`src/rtl/synth_pkg.sv`:
```
// -----------------------------------------------------------------------------
// synth_pkg
// Shared definitions for the synth voice path: keypad width, oscillator period
// width, voice FSM state type, the equal-tempered period table and a
// highest-set-bit helper used by the key arbiter.
// No ports (package).
// -----------------------------------------------------------------------------
package synth_pkg;

    localparam int NUM_KEYS = 15;
    localparam int PERIOD_W = 16;

    typedef enum logic [1:0] {
        IDLE    = 2'd0,
        PLAY    = 2'd1,
        CHANGE  = 2'd2,
        RELEASE = 2'd3
    } state_t;

    // Oscillator period in 10 MHz clock cycles for key i (C4 + i semitones).
    // Anchored on A4 = 22728: period_i = round(22728 * 2^((9 - i) / 12)).
    localparam logic [PERIOD_W-1:0] period_tbl [NUM_KEYS] = '{
        16'd38224, 16'd36078, 16'd34054, 16'd32142, 16'd30338,
        16'd28635, 16'd27028, 16'd25511, 16'd24079, 16'd22728,
        16'd21452, 16'd20248, 16'd19112, 16'd18039, 16'd17027
    };

    function automatic logic [3:0] highest_set_bit(input logic [NUM_KEYS-1:0] vec);
        logic [3:0] idx;
        idx = '0;
        for (int i = 0; i < NUM_KEYS; i++) begin
            if (vec[i]) idx = 4'(i);
        end
        return idx;
    endfunction

endpackage

```
`src/rtl/voice_ctrl_if.sv`:
```
// -----------------------------------------------------------------------------
// voice_ctrl_if
// Bundles the voice controller's keypad/oscillator-side signals.
//   en        voice enable (master -> slave)
//   keypad_i  raw key vector, asynchronous (master -> slave)
//   wrap_i    oscillator end-of-period strobe (master -> slave)
//   period_o  oscillator period (slave -> master)
//   note_o    sounding key index (slave -> master)
//   gate_o    voice sounding (slave -> master)
//   load_o    period update pulse (slave -> master)
// modport master: the environment driving the controller.
// modport slave:  the controller itself.
// -----------------------------------------------------------------------------
interface voice_ctrl_if;
    import synth_pkg::*;

    logic                en;
    logic [NUM_KEYS-1:0] keypad_i;
    logic                wrap_i;
    logic [PERIOD_W-1:0] period_o;
    logic [3:0]          note_o;
    logic                gate_o;
    logic                load_o;

    modport master (
        output en, keypad_i, wrap_i,
        input  period_o, note_o, gate_o, load_o
    );

    modport slave (
        input  en, keypad_i, wrap_i,
        output period_o, note_o, gate_o, load_o
    );
endinterface

```
`src/rtl/key_debounce.sv`:
```
// -----------------------------------------------------------------------------
// key_debounce
// Two-flop synchroniser followed by a stability down-counter. keys_stable
// takes the synced vector only after it has held the same value for
// DEBOUNCE_CYCLES consecutive cycles; any change restarts the count.
// Press-to-accept latency is 2 + DEBOUNCE_CYCLES cycles.
//   clk          system clock
//   rst          asynchronous, active-high reset
//   keys_raw     raw asynchronous key vector
//   keys_stable  debounced key vector
// -----------------------------------------------------------------------------
module key_debounce
    import synth_pkg::*;
#(
    parameter int DEBOUNCE_CYCLES = 10000
) (
    input  logic                clk,
    input  logic                rst,
    input  logic [NUM_KEYS-1:0] keys_raw,
    output logic [NUM_KEYS-1:0] keys_stable
);

    localparam int CNT_W = $clog2(DEBOUNCE_CYCLES + 1);

    logic [NUM_KEYS-1:0] sync1;
    logic [NUM_KEYS-1:0] sync2;
    logic [CNT_W-1:0]    cnt;

    always_ff @(posedge clk or posedge rst) begin
        if (rst) begin
            sync1       <= '0;
            sync2       <= '0;
            cnt         <= '0;
            keys_stable <= '0;
        end else begin
            sync1 <= keys_raw;
            sync2 <= sync1;
            // sync1 differing from sync2 means sync2 changes at this edge,
            // so the stability window starts over.
            if (sync1 != sync2) begin
                cnt <= CNT_W'(DEBOUNCE_CYCLES - 1);
            end else if (cnt != '0) begin
                cnt <= cnt - CNT_W'(1);
            end else begin
                keys_stable <= sync2;
            end
        end
    end

endmodule

```
`src/rtl/voice_ctrl.sv`:
```
// -----------------------------------------------------------------------------
// voice_ctrl
// Monophonic voice controller: debounces the keypad, arbitrates held keys
// (last pressed wins, highest index on ties) and drives the oscillator period,
// note index and gate. Period changes while sounding are applied only on the
// oscillator wrap strobe so the PWM never emits a truncated cycle.
// Optional feature macro: PORTAMENTO_EN (glide toward the new period by
// GLIDE_STEP per wrap instead of jumping).
//   clk  10 MHz system clock
//   rst  asynchronous, active-high reset
//   vif  voice_ctrl_if.slave: en, keypad_i, wrap_i in; period_o, note_o,
//        gate_o, load_o out (all outputs registered)
//
// state   | meaning
// IDLE    | silent; period_o/note_o hold last value
// PLAY    | sounding the selected key
// CHANGE  | new key selected, waiting for wrap_i to apply it
// RELEASE | all keys up, gate held until the current period ends
// -----------------------------------------------------------------------------
module voice_ctrl
    import synth_pkg::*;
#(
    parameter int DEBOUNCE_CYCLES = 10000
`ifdef PORTAMENTO_EN
  , parameter int GLIDE_STEP      = 64
`endif
) (
    input  logic         clk,
    input  logic         rst,
    voice_ctrl_if.slave  vif
);

    logic [NUM_KEYS-1:0] keys_stable;
    logic [NUM_KEYS-1:0] keys_eff;
    logic [NUM_KEYS-1:0] keys_prev;
    logic [NUM_KEYS-1:0] rising;
    logic [3:0]          sel;
    logic [3:0]          sel_q;
    logic                sel_new;
    logic                all_released;
    logic [PERIOD_W-1:0] target;

    state_t              state;
    logic [PERIOD_W-1:0] period_q;
    logic [3:0]          note_q;
    logic                gate_q;
    logic                load_q;

    key_debounce #(
        .DEBOUNCE_CYCLES (DEBOUNCE_CYCLES)
    ) u_debounce (
        .clk         (clk),
        .rst         (rst),
        .keys_raw    (vif.keypad_i),
        .keys_stable (keys_stable)
    );

    // Keys are masked while disabled, so anything still held when en rises
    // shows up as a rising edge and is treated as a fresh press.
    always_comb begin
        keys_eff     = vif.en ? keys_stable : '0;
        rising       = keys_eff & ~keys_prev;
        all_released = (keys_eff == '0);
        sel          = '0;
        sel_new      = 1'b0;
        if (rising != '0) begin
            sel     = highest_set_bit(rising);
            sel_new = 1'b1;
        end else if (!all_released && !keys_eff[sel_q]) begin
            sel     = highest_set_bit(keys_eff);
            sel_new = 1'b1;
        end
    end

    assign target = period_tbl[sel_q];

`ifdef PORTAMENTO_EN
    logic [PERIOD_W-1:0] glide_next;

    always_comb begin
        glide_next = target;
        if (period_q < target) begin
            if (target - period_q > PERIOD_W'(GLIDE_STEP)) glide_next = period_q + PERIOD_W'(GLIDE_STEP);
        end else begin
            if (period_q - target > PERIOD_W'(GLIDE_STEP)) glide_next = period_q - PERIOD_W'(GLIDE_STEP);
        end
    end
`endif

    always_ff @(posedge clk or posedge rst) begin
        if (rst) begin
            state     <= IDLE;
            period_q  <= '0;
            note_q    <= '0;
            gate_q    <= 1'b0;
            load_q    <= 1'b0;
            keys_prev <= '0;
            sel_q     <= '0;
        end else begin
            keys_prev <= keys_eff;
            load_q    <= 1'b0;
            if (sel_new) sel_q <= sel;

            if (!vif.en) begin
                state  <= IDLE;
                gate_q <= 1'b0;
            end else begin
                case (state)
                    IDLE: begin
                        if (sel_new) begin
                            gate_q   <= 1'b1;
                            period_q <= period_tbl[sel];
                            note_q   <= sel;
                            load_q   <= 1'b1;
                            state    <= PLAY;
                        end
                    end
                    PLAY: begin
                        // A wrap coinciding with a new selection is not used;
                        // the change waits for the next one.
                        if (sel_new)           state <= CHANGE;
                        else if (all_released) state <= RELEASE;
                    end
                    CHANGE: begin
                        if (sel_new) begin
                            state <= CHANGE;
                        end else if (all_released) begin
                            state <= RELEASE;
                        end else if (vif.wrap_i) begin
                            note_q <= sel_q;
                            load_q <= 1'b1;
`ifdef PORTAMENTO_EN
                            period_q <= glide_next;
                            if (glide_next == target) state <= PLAY;
`else
                            period_q <= target;
                            state    <= PLAY;
`endif
                        end
                    end
                    RELEASE: begin
                        if (sel_new) begin
                            state <= CHANGE;
                        end else if (vif.wrap_i) begin
                            gate_q <= 1'b0;
                            state  <= IDLE;
                        end
                    end
                    default: state <= IDLE;
                endcase
            end
        end
    end

    assign vif.period_o = period_q;
    assign vif.note_o   = note_q;
    assign vif.gate_o   = gate_q;
    assign vif.load_o   = load_q;

endmodule

```
`src/flat_wrapper.sv`:
```
// flat-port wrapper written by rule: the top's interface ports become plain ports
module voice_ctrl_flat import synth_pkg::*;
#(
    parameter int DEBOUNCE_CYCLES = 10000

)
  (clk, rst, vif_en, vif_keypad_i, vif_wrap_i, vif_period_o, vif_note_o, vif_gate_o, vif_load_o);
  voice_ctrl_if vif_i ();
  input  logic clk;
  input  logic rst;
  input wire logic [$bits(vif_i.en)-1:0] vif_en;
  input wire logic [$bits(vif_i.keypad_i)-1:0] vif_keypad_i;
  input wire logic [$bits(vif_i.wrap_i)-1:0] vif_wrap_i;
  output wire logic [$bits(vif_i.period_o)-1:0] vif_period_o;
  output wire logic [$bits(vif_i.note_o)-1:0] vif_note_o;
  output wire logic [$bits(vif_i.gate_o)-1:0] vif_gate_o;
  output wire logic [$bits(vif_i.load_o)-1:0] vif_load_o;
  assign vif_i.en = vif_en;
  assign vif_i.keypad_i = vif_keypad_i;
  assign vif_i.wrap_i = vif_wrap_i;
  assign vif_period_o = vif_i.period_o;
  assign vif_note_o = vif_i.note_o;
  assign vif_gate_o = vif_i.gate_o;
  assign vif_load_o = vif_i.load_o;
  voice_ctrl #(.DEBOUNCE_CYCLES(DEBOUNCE_CYCLES)) u_core (.clk(clk), .rst(rst), .vif(vif_i));
endmodule
```
`config.mk`:
```
export PLATFORM = sky130hd
export DESIGN_NAME = voice_ctrl_flat
export DESIGN_NICKNAME = d
export VERILOG_FILES = /design/src/rtl/synth_pkg.sv /design/src/rtl/voice_ctrl_if.sv /design/src/rtl/key_debounce.sv /design/src/rtl/voice_ctrl.sv /design/src/flat_wrapper.sv
export SDC_FILE = /design/constraint.sdc
export NUM_CORES = 1
export LEC_CHECK = 0
export BUFFER_PORTS_ARGS = -buffer_cell sky130_fd_sc_hd__buf_2
export CORE_ASPECT_RATIO = 1.75
export CORE_MARGIN = 2
export CORE_UTILIZATION = 48
export CTS_CLUSTER_SIZE = 25
export DETAILED_ROUTE_END_ITERATION = 6
export PLACE_DENSITY = 0.69
export SLEW_MARGIN = 15
export SYNTH_ARGS = -nofsm -noshare
export SYNTH_HDL_FRONTEND = slang
export SYNTH_SLANG_ARGS = --single-unit
export TNS_END_PERCENT = 5
```
`constraint.sdc`:
```
create_clock -name clk -period 7.3 [get_ports clk]
set_clock_uncertainty 0.2 [all_clocks]
set_input_delay 0.73 -clock clk [delete_from_list [all_inputs] [get_ports clk]]
set_output_delay 0.73 -clock clk [all_outputs]
set_load 0.005 [all_outputs]
```
==> metrics.txt, run 1 <==
Setup Crit Path Kind in -> reg; total wire length 13.2 mm; post-DR vias/cell between 5 and 6; WP data required between 7 and 8 ns; GRT overflow 0; FMAX 0.249 GHz; sw frac roughly a quarter; NetSw between 0.0002 and 0.0003 W; Hold Buf Count CTS 0; worst stage delay on the critical path around 0.53 ns; Pleak about 2.7 nW; Yosys top cell area share between 40% and 50%; first-pass GRT wire length between 20 and 25 mm; vias roughly 4200; Final Net Count 592; Setup TNS 0 ns; Worst EP arrival between 4 and 5 ns; Wirelength per Cell around 19 microns; RSZ-0062 raised after global routing no; Initial Util 49.1%; pwr/cell area 190 mW/mm^2; post-CTS setup buffer count 0; Net Count, Synth 562; post-cts gate resize count 0; Die Y between 100 and 150 microns; Fill cells 1012; Mapped Cells 530; First-pass DRT Iterations 4; final core occ between 50% and 60%; Setup WS pre-CTS 2.94 ns; Synth Flop Type dfrtp_1; Cell Rows 51; core area ~0.011 sq mm; largest net degree at the start of global routing between 70 and 80; Synth Cell Area 0.00542 sq mm; Final Max Slew Viols 0; initial antenna violation count 0; number of global-route vias before repair between 4000 and 5000; Worst path most repeated cell inv_1; post-layout minimum cycle time 4.01 ns; CTS Buffer Depth 2; gr usage total about 23%; clock slew at reported path FFs approximately 0.070 ns; Min-Delay Path Class in -> async; IO Port Bufs 40; max cap viols 0; Post-synth EDFFs 0; final instance area around 0.0060 sq mm; share of cells above drive strength 1 roughly 18%; final setup fails 0; Yosys top cell by area dfrtp_1; worst-skew pair later-pin latency between 0.3 and 0.4 ns; Ys Warns 0; largest fanout on the critical path 30; CTS Root Cell clkbuf_16; Die Width about 84 microns; max_slew headroom approximately a third; flops & latches, synth 102; setup ws final between 3 and 4 ns; Seq pwr share between 50 and 60%; Comb pwr share 6.6%; die area 0.0122 sq mm; Cell Chain, Critical Path buf_2 > inv_1 > or4_1 > o2111ai_1 > a221oi_1 > a32oi_2 > inv_1 > ha_1 > mux2_2 > a222oi_1 > a21oi_1; total CTS buffers 9; top post-synthesis cells by area dfrtp_1 47%, mux2_2 3.7%, nand2_1 3.7%, o21ai_0 3.2%, ha_1 3.0%; syn avg cell area slightly above 10 sq um; CTS tree built; CTS sink cnt around 100; fin crit share 55.0%; Final Hold Viols 0; CP Launch Type input port; internal cell power 0.000850 W; synth unique cells 82; routability cong. approximately 0.95; endpoint class of the critical path register; DRC 0; DRT antenna net count 0; placed inst area between 0.005 and 0.006 sq mm; outcome complete, no violations; ys async rst share 100%; HPWL after detailed placement 10.0 mm; clock share of power 41.8%; H-tree Lvls 3; Seq/Total Area, Yosys a little under half; Layout Area Growth over Synthesis 10.4%; peak supply drop around 0.16 mV; Top-Level Pins 41; # diodes 0; slowest CP cell or4_1; Initial DRC Count 226; Slew @ Worst Pin approximately 1 ns
-- flip-flops by register name (all words and copies together), names as in the netlist --
register and flops:
u_core.keys_prev 15, u_core.u_debounce.keys_stable 15, u_core.state 2, u_core.u_debounce.sync2 15, u_core.u_debounce.sync1 15, u_core.vif.gate_o 1
u_core.vif.period_o 16, u_core.vif.note_o 4, u_core.vif.load_o 1, u_core.u_debounce.cnt 14, u_core.sel_q 4
-- critical path, delay by kind of cell --
family	cells	cell delay, ns
buffers and inverters	3	0.94
and+or+nand+nor	1	0.53
adders and majority gates	1	0.27
muxes	1	0.27
AOI/OAI and AO/OA	5	1.27
-- layer usage --
metal	track usage, %	share of wire [%]	vias to the layer above	routed length (microns)
met5	0	0	-	0
met3	3.20	2.9	61	383
met2	42.6	54	114	7100
met1	21.1	34	2007	4550
met4	20.7	8.8	0	1160
li1	-	-	1979	-
-- stage by stage --
step | instances | total power [W] | hold WS (ns)
after detailed placement | 681 | 0.000673 | 0.179
after floorplan | 530 | 0.000649 | 0.172
after CTS | 697 | 0.00115 | 0.177
after global routing | 697 | 0.00118 | 0.196
after global placement | 681 | 0.000671 | 0.178
final | 697 | 0.00114 | 0.170
-- cell type report --
cell class                      count  area (sq um)  share of cell area, %
Timing Repair Buffer               45           238                   3.98
Multi-Input combinational cell    386          2660                   44.5
Inverter                           16          62.6                   1.05
Tap cell                          132           165                   2.76
Sequential cell                   102          2550                   42.7
Clock inverter                      6          62.6                   1.05
Clock buffer                       10           239                   4.00
-- path summary, 6_finish.rpt --
kind,from,end,slack [ns],depth (start not counted)
max reg2reg,u_core.sel_q[0],u_core.vif.period_o[1],3.30,11
max in group asynchronous,rst,u_core.sel_q[0],5.51,3
min in group clk,u_core.u_debounce.sync1[8],u_core.u_debounce.sync2[8],0.19,0
min,rst,u_core.u_debounce.sync2[5],0.17,2
min reg2reg,u_core.u_debounce.sync1[8],u_core.u_debounce.sync2[8],0.19,0
max,vif_en,u_core.vif.period_o[4],3.29,11
-- power groups by stage --
stage	combinational (W)	sequential [W]	clock, W
after floorplan	0.0000553	0.000593	0
after global placement	0.0000734	0.000597	0
after detailed placement	0.0000752	0.000598	0
after CTS	0.0000754	0.000587	0.000487
after global routing	0.0000835	0.000588	0.000508
final	0.0000751	0.000586	0.000474
-- kinds of logic after synthesis --
family	count (synthesis)	synth area share, %
XOR/XNOR	24	3.88
flip-flops	102	47.1
multiplexers	30	6.24
adder cells (fa/ha/maj)	13	3.00
buffers and inverters	42	3.79
AO/OA/AOI/OAI	133	17.9
AND/OR/NAND/NOR	186	18.0
-- cell usage after synthesis (4+ instances only) --
cell type  instances
mux2i_1            9
buf_6              4
nand2b_1          12
nand2_1           54
inv_1             14
o211ai_1           4
mux2_2            18
nor3_1             9
nand3_1            7
o21ai_0           35
clkbuf_1          14
and2_1            14
a31oi_1            6
nand4_1            6
nor2_1            38
xnor2_1           16
nor4_1             8
dfrtp_1          102
a21oi_1           24
xor2_1             8
o31ai_1            9
a211oi_1           4
nor2b_1           14
ha_1              13
buf_2              5
-- cell usage in the layout (no fill, tap or decap), types with 3 or more instances in the layout --
master,n
mux2_2,18
a21oi_1,24
o31ai_1,9
nor4_1,8
mux2i_1,9
buf_4,5
nand3_1,7
xor2_1,8
nor2b_1,14
inv_1,13
nand2_1,54
and2_1,14
clkbuf_16,9
a22o_1,3
nor2_1,38
o21ai_0,35
ha_1,13
a221oi_1,3
xnor2_1,16
o211ai_1,4
or3_1,3
a31oi_1,6
buf_2,40
dfrtp_1,102
nand4_1,6
or4_1,3
nand2b_1,12
nand3b_1,3
a211oi_1,4
a21boi_0,3
nor3_1,9
No activity file was read; power rests on OpenSTA's default activity.
==> run 2: changes to the inputs <==
- PLACE_DENSITY: 0.69 -> 0.72
- clock period: 7.3 -> 3.4 ns (I/O delays scaled with it)
==> run 2 against run 1 <==
Final cell count up 5.9%. Clock power increased by 110%. Critical path depth decreased by 1. Sequential power is 120% higher. Non-clock buffer count is 41 higher. Global-route usage is 0.17 points higher. Setup slack worse by 3.2 ns. Flip-flop and latch count unchanged. Largest cell class unchanged. Highest routed layer unchanged.
==> metrics.txt, run 2 (same netlist as run 1, synthesis figures left out) <==
final setup fails 0 (unchanged); Initial DRC Count 158 (-30%); Wirelength per Cell 18.0 microns (-4.8%); Top-Level Pins 41 (unchanged); Worst EP arrival 3.34 ns (-0.70 ns); GRT overflow 0 (unchanged); Final Max Slew Viols 0 (unchanged); CTS Root Cell clkbuf_16; First-pass DRT Iterations 4 (unchanged); Cell Rows 51 (unchanged); vias 4272 (+2.7%); # diodes 0 (unchanged); Pwr Total 0.00244 W (+120%); Layout Area Growth over Synthesis 17.8%; fin cells 738 (+5.9%); HPWL after detailed placement 10.0 mm (about the same); max FFs per register 16 (unchanged); worst-skew pair later-pin latency 0.35 ns (about the same); outcome complete, no violations; NetSw 0.000605 W (+110%); commonest cells after routing, fill and taps aside 101 x dfrtp_1, 54 x nand2_1, 40 x buf_2; total wire length 13.3 mm (+0.83%); Min-Delay Path Class in -> reg; first-pass GRT wire length 21.5 mm (+1.1%); Final Net Count 633 (+6.9%); DRT antenna net count 0 (unchanged); Worst setup startpoint u_core.sel_q[1]; gr usage total 23.1% (+0.17 points); Die Width 84.3 microns (unchanged); placed inst area 0.00585 sq mm (+3.1%); pwr/cell area 383 mW/mm^2 (+100%); Setup WS pre-CTS -0.0914 ns (-3.03 ns); final instance area 0.00638 sq mm (+6.8%); CTS tree built; Crit Reg-Reg Startpoint u_core.sel_q[1]; Slew @ Worst Pin 0.597 ns (-0.405 ns); commonest non-fill, non-tap cell in the layout dfrtp_1; Pleak 2.90 nW (+6.8%); routability cong. 0.925 (-2.7%); core area 0.0110 sq mm (unchanged); largest net degree at the start of global routing 60 (-17%); internal cell power 0.00184 W (+120%); total CTS buffers 9 (unchanged); post-DR vias/cell 5.79 (-3.0%); Fin Hold WS 0.156 ns (-0.0140 ns); initial antenna violation count 0 (unchanged); peak supply drop 0.286 mV (+80%); Fill cells 966 (-4.5%); Inst Count DP 703 (+3.2%); clock share of power 40.7% (-1.1 points); share of cells above drive strength 1 22.4% (+4.0 points); hold_sp vif_en; largest fanout on the critical path 8 (-73%); CTS Buffer Depth 2 (unchanged); die area 0.0122 sq mm (unchanged); clock slew at reported path FFs 0.07 ns (about the same); endpoint class of the critical path register; Comb pwr share 7.8% (+1.2 points); sw frac 24.8% (-0.39 points); Initial Util 49.1% (unchanged); setup ws final 0.0927 ns (-3.19 ns); Die Y 145 microns (unchanged); H-tree Lvls 3 (unchanged); Final Hold Viols 0 (unchanged); number of global-route vias before repair 4375 (+2.4%); fin crit share between 90% and 100%; Setup Crit Path Kind reg -> reg; Seq pwr share 51.4% (-0.2 points); WP data required 3.43 ns (-3.89 ns); IO Port Bufs 40 (unchanged); CP Launch Type register; FMAX around 0.30 GHz; max cap viols 0 (unchanged); post-layout minimum cycle time between 3 and 4 ns; max_slew headroom 59.8% (+27 points); CTS sink cnt 102 (unchanged); RSZ-0062 raised after global routing yes; DRC 0 (unchanged)
==> run 2: changes by cell type in the layout (fill, tap and decap cells not counted), sizes merged <==
cell,previous run,this run
dlygate4sd3,0,16
clkinv,3,2
clkbuf,10,11
buf,45,70
clkinvlp,0,1
inv,19,18
==> run 2: through the flow <==
step / utilization [%] / TNS (ns)
finish: 57.8 / 0
global route: 57.8 / -0.0961
CTS: 57.1 / 0
detailed placement: 53.0 / -0.0914
global placement: 53.0 / -0.0685
floorplan: - / 0
==> run 2: power groups by stage <==
| stage | clock network, W | logic [W] | registers (W) |
|---|---|---|---|
| CTS | 0.00102 | 0.000190 | 0.00126 |
| global placement | 0 | 0.000173 | 0.00128 |
| finish | 0.000996 | 0.000191 | 0.00126 |
| global route | 0.00106 | 0.000211 | 0.00126 |
| floorplan | 0 | 0.000119 | 0.00127 |
| detailed placement | 0 | 0.000175 | 0.00128 |
==> run 2: layer usage <==
metal	global-route usage (%)	part of all wire (%)	vias to the layer above
met5	0	0	-
met4	19.5	8.9	0
met3	3.20	2.7	56
met2	42.6	53	121
met1	22.1	36	2032
li1	-	-	2063
==> run 2: layout make-up <==
cell class / instances / area [sq um] / share of cell area (%)
flip-flops and latches: 102 / 2550 / 40.0
well taps: 132 / 165 / 2.59
multi-input cells: 386 / 2720 / 42.6
repair buffers: 86 / 598 / 9.37
clock buffers: 11 / 243 / 3.80
clock inverters: 5 / 41.3 / 0.647
inverters: 16 / 62.6 / 0.980
==> run 2: final timing paths <==
kind	endpoint	slack [ns]	cells after the start
hold reg to reg	u_core.u_debounce.sync2[10]	0.19	0
min in group asynchronous	u_core.u_debounce.cnt[7]	0.40	3
setup / recovery	u_core.vif.period_o[10]	0.09	10
setup reg to reg	u_core.vif.period_o[10]	0.09	10
hold / removal	u_core.keys_prev[4]	0.16	2
max in group asynchronous	u_core.state[1]	1.90	4
==> run 2: critical path, cell delays in order, from the launching register on <==
cell	delay (ns)
dfrtp_2	0.45
mux2_2	0.36
a22oi_1	0.23
o2111ai_1	0.23
and2_4	0.27
o311ai_4	0.29
buf_4	0.17
ha_1	0.29
nor2_1	0.25
a222oi_1	0.15
mux2_2	0.30
==> run 2: timing repair <==
item,CTS,global route
setup buffers,0,3
endpoints found under the setup margin,1,10
hold buffers,16,0
resized for setup,1,10
pin swaps,0,3
endpoints found under the hold margin,58,0
==> run 3: changes to the inputs <==
- CORE_UTILIZATION: 48 -> 43
- PLACE_DENSITY: 0.72 -> 0.66
==> run 3 against run 2 <==
Wire length is 6.4% higher. Clock-buffer cell count is 2 lower. Utilization is 5.3 points lower. Highest routed layer unchanged. Largest power group unchanged. Critical path depth stayed put. Final cell count is 6.1% higher. Hold slack better by 0.0093 ns. Critical endpoint is now u_core.vif.period_o[1].
==> metrics.txt, run 3 (same netlist as run 1, synthesis figures left out) <==
DRC 0 (unchanged); Setup TNS 0 ns (unchanged); Setup WS pre-CTS -0.0498 ns (+0.0416 ns); total wire length 14.2 mm (+6.4%); sequential cell area 0.00255 sq mm (unchanged); endpoint class of the critical path register; HPWL after detailed placement 10.7 mm (+6.9%); Final Net Count 642 (+1.4%); peak supply drop 0.391 mV (+37%); Initial DRC Count 178 (+13%); Cell Rows 54 (+5.9%); Top-Level Pins 41 (unchanged); R2R Setup Slk 0.08 ns (about the same); max FFs per register 16 (unchanged); GRT overflow 0 (unchanged); post-layout minimum cycle time 3.32 ns (+0.00981 ns); Setup Crit Path Kind reg -> reg; placed inst area 0.00597 sq mm (+1.9%); IO Port Bufs 40 (unchanged); final setup fails 0 (unchanged); final instance area 0.00650 sq mm (+1.8%); Die Width 88.8 microns (+5.4%); slowest CP cell nor2b_1; Crit Reg-Reg Startpoint u_core.keys_prev[5]; share of cells above drive strength 1 23.3% (+0.81 points); Die Y 152 microns (+5.5%); Slew @ Worst Pin 0.718 ns (+0.121 ns); CTS Buffer Depth 2 (unchanged); Cell Chain, Critical Path nor2b_1 > a211o_1 > a211oi_1 > o221ai_1 > a32oi_2 > ha_1 > or2_2 > a31oi_2 > o21ai_1 > a22o_1; number of global-route vias before repair 4424 (+1.1%); first-pass GRT wire length 22.4 mm (+3.9%); Hold Path End u_core.vif.gate_o; total CTS buffers 9 (unchanged); CTS Root Cell clkbuf_16; fin crit share 97.6% (+0.29 points); CTS tree built; largest fanout on the critical path 7 (-1); Min-Delay Path Class in -> reg; core area 0.0124 sq mm (+12%); setup ws final 0.0828 ns (-0.00981 ns); hold_sp vif_wrap_i; die area 0.0135 sq mm (+11%); Layout Area Growth over Synthesis 20.0%; Fin Hold WS 0.165 ns (+0.00933 ns); max cap viols 0 (unchanged); reg-to-reg endpoint u_core.vif.period_o[1]; largest net degree at the start of global routing 59 (-1.7%); Worst R2R Path Depth 10 (unchanged); FMAX 0.301 GHz (-0.30%); worst-skew pair later-pin latency 0.35 ns (about the same); CTS sink cnt 102 (unchanged); max_slew headroom 52.2% (-7.7 points); WP data required 3.43 ns (about the same); Wirelength per Cell 18.1 microns (+0.32%); Pleak 2.97 nW (+2.3%); gr usage total 21.8% (-1.3 points); DRT antenna net count 0 (unchanged); commonest non-fill, non-tap cell in the layout dfrtp_1; H-tree Lvls 3 (unchanged); worst stage delay on the critical path 0.48 ns (+0.03 ns); post-DR vias/cell 5.59 (-3.4%); outcome complete, no violations; pwr/cell area 394 mW/mm^2 (+2.9%); Worst EP arrival 3.35 ns (about the same); clock slew at reported path FFs 0.08 ns (about the same); Final Hold Viols 0 (unchanged); CP Launch Type register; vias 4377 (+2.5%); commonest cells after routing, fill and taps aside 101 x dfrtp_1, 54 x nand2_1, 40 x buf_2; # diodes 0 (unchanged); Final Max Slew Viols 0 (unchanged); Initial Util 43.8% (-5.3 points); Hold Crit Depth 4 (+2); routability cong. 0.898 (-2.9%); multi-input logic area 0.00268 sq mm (-1.3%); First-pass DRT Iterations 5 (+1); Fill cells 1130 (+17%); Pwr Total 0.00256 W (+4.8%); initial antenna violation count 0 (unchanged)
-- run 3: cell count changes in the layout (fill, tap and decap cells not counted), sizes merged --
cell	previous run	this run
buf	70	79
bufinv	0	1
clkbuf	11	9
clkinv	2	1
clkinvlp	1	0
inv	18	21
-- run 3: how the worst max path moves through the flow --
stage | start | endpoint | slack (ns)
finish | u_core.keys_prev[5] | u_core.vif.period_o[1] | 0.08
CTS | u_core.sel_q[1] | u_core.vif.period_o[1] | 0.04
floorplan | rst | u_core.keys_prev[0] | 0.18
detailed placement | u_core.sel_q[1] | u_core.vif.period_o[1] | -0.05
global route | u_core.sel_q[1] | u_core.vif.period_o[1] | -0.02
global placement | u_core.sel_q[1] | u_core.vif.period_o[1] | 0.1
-- run 3: cell type report --
class,instances,share of cell area [%]
multi-input combinational,386,41.3
sequential,102,39.3
timing repair buffer,95,10.2
clock buffer,9,3.47
tap,168,3.24
clock inverter,7,1.50
inverter,16,0.963
-- run 3: timing repair --
action / in CTS / in global routing
setup endpoints to repair: 1 / 5
hold buffers: 16 / 0
resized for setup: 1 / 4
setup buffers: 0 / 3
endpoints found under the hold margin: 71 / 0
gates cloned: 0 / 0
-- run 3: through the flow --
step / cells / util [%]
finish: 783 / 52.6
global placement: 748 / 48.3
detailed placement: 748 / 48.3
CTS: 780 / 52.2
global route: 783 / 52.6
floorplan: 530 / -
-- run 3: layer usage --
| layer | track usage, % | part of all wire, % | up-vias |
|---|---|---|---|
| met1 | 21.4 | 34 | 2115 |
| met4 | 15.5 | 7.9 | 0 |
| met3 | 3.58 | 3.1 | 48 |
| li1 | - | - | 2067 |
| met2 | 39.1 | 55 | 147 |
| met5 | 0 | 0 | - |
-- run 3: worst max-delay path, delay by kind of cell, from the launching register on --
kind	cells	cell delay [ns]
compound gates	7	1.44
fa+ha+maj	1	0.34
flops	1	0.39
simple gates	2	0.81
-- run 3: power by group --
part,switching [W],internal (W),total [W]
Sequential,0.0000210,0.00123,0.00126
Clock,0.000511,0.000599,0.00111
Combinational,0.000116,0.0000786,0.000194
Total,0.000648,0.00191,0.00256
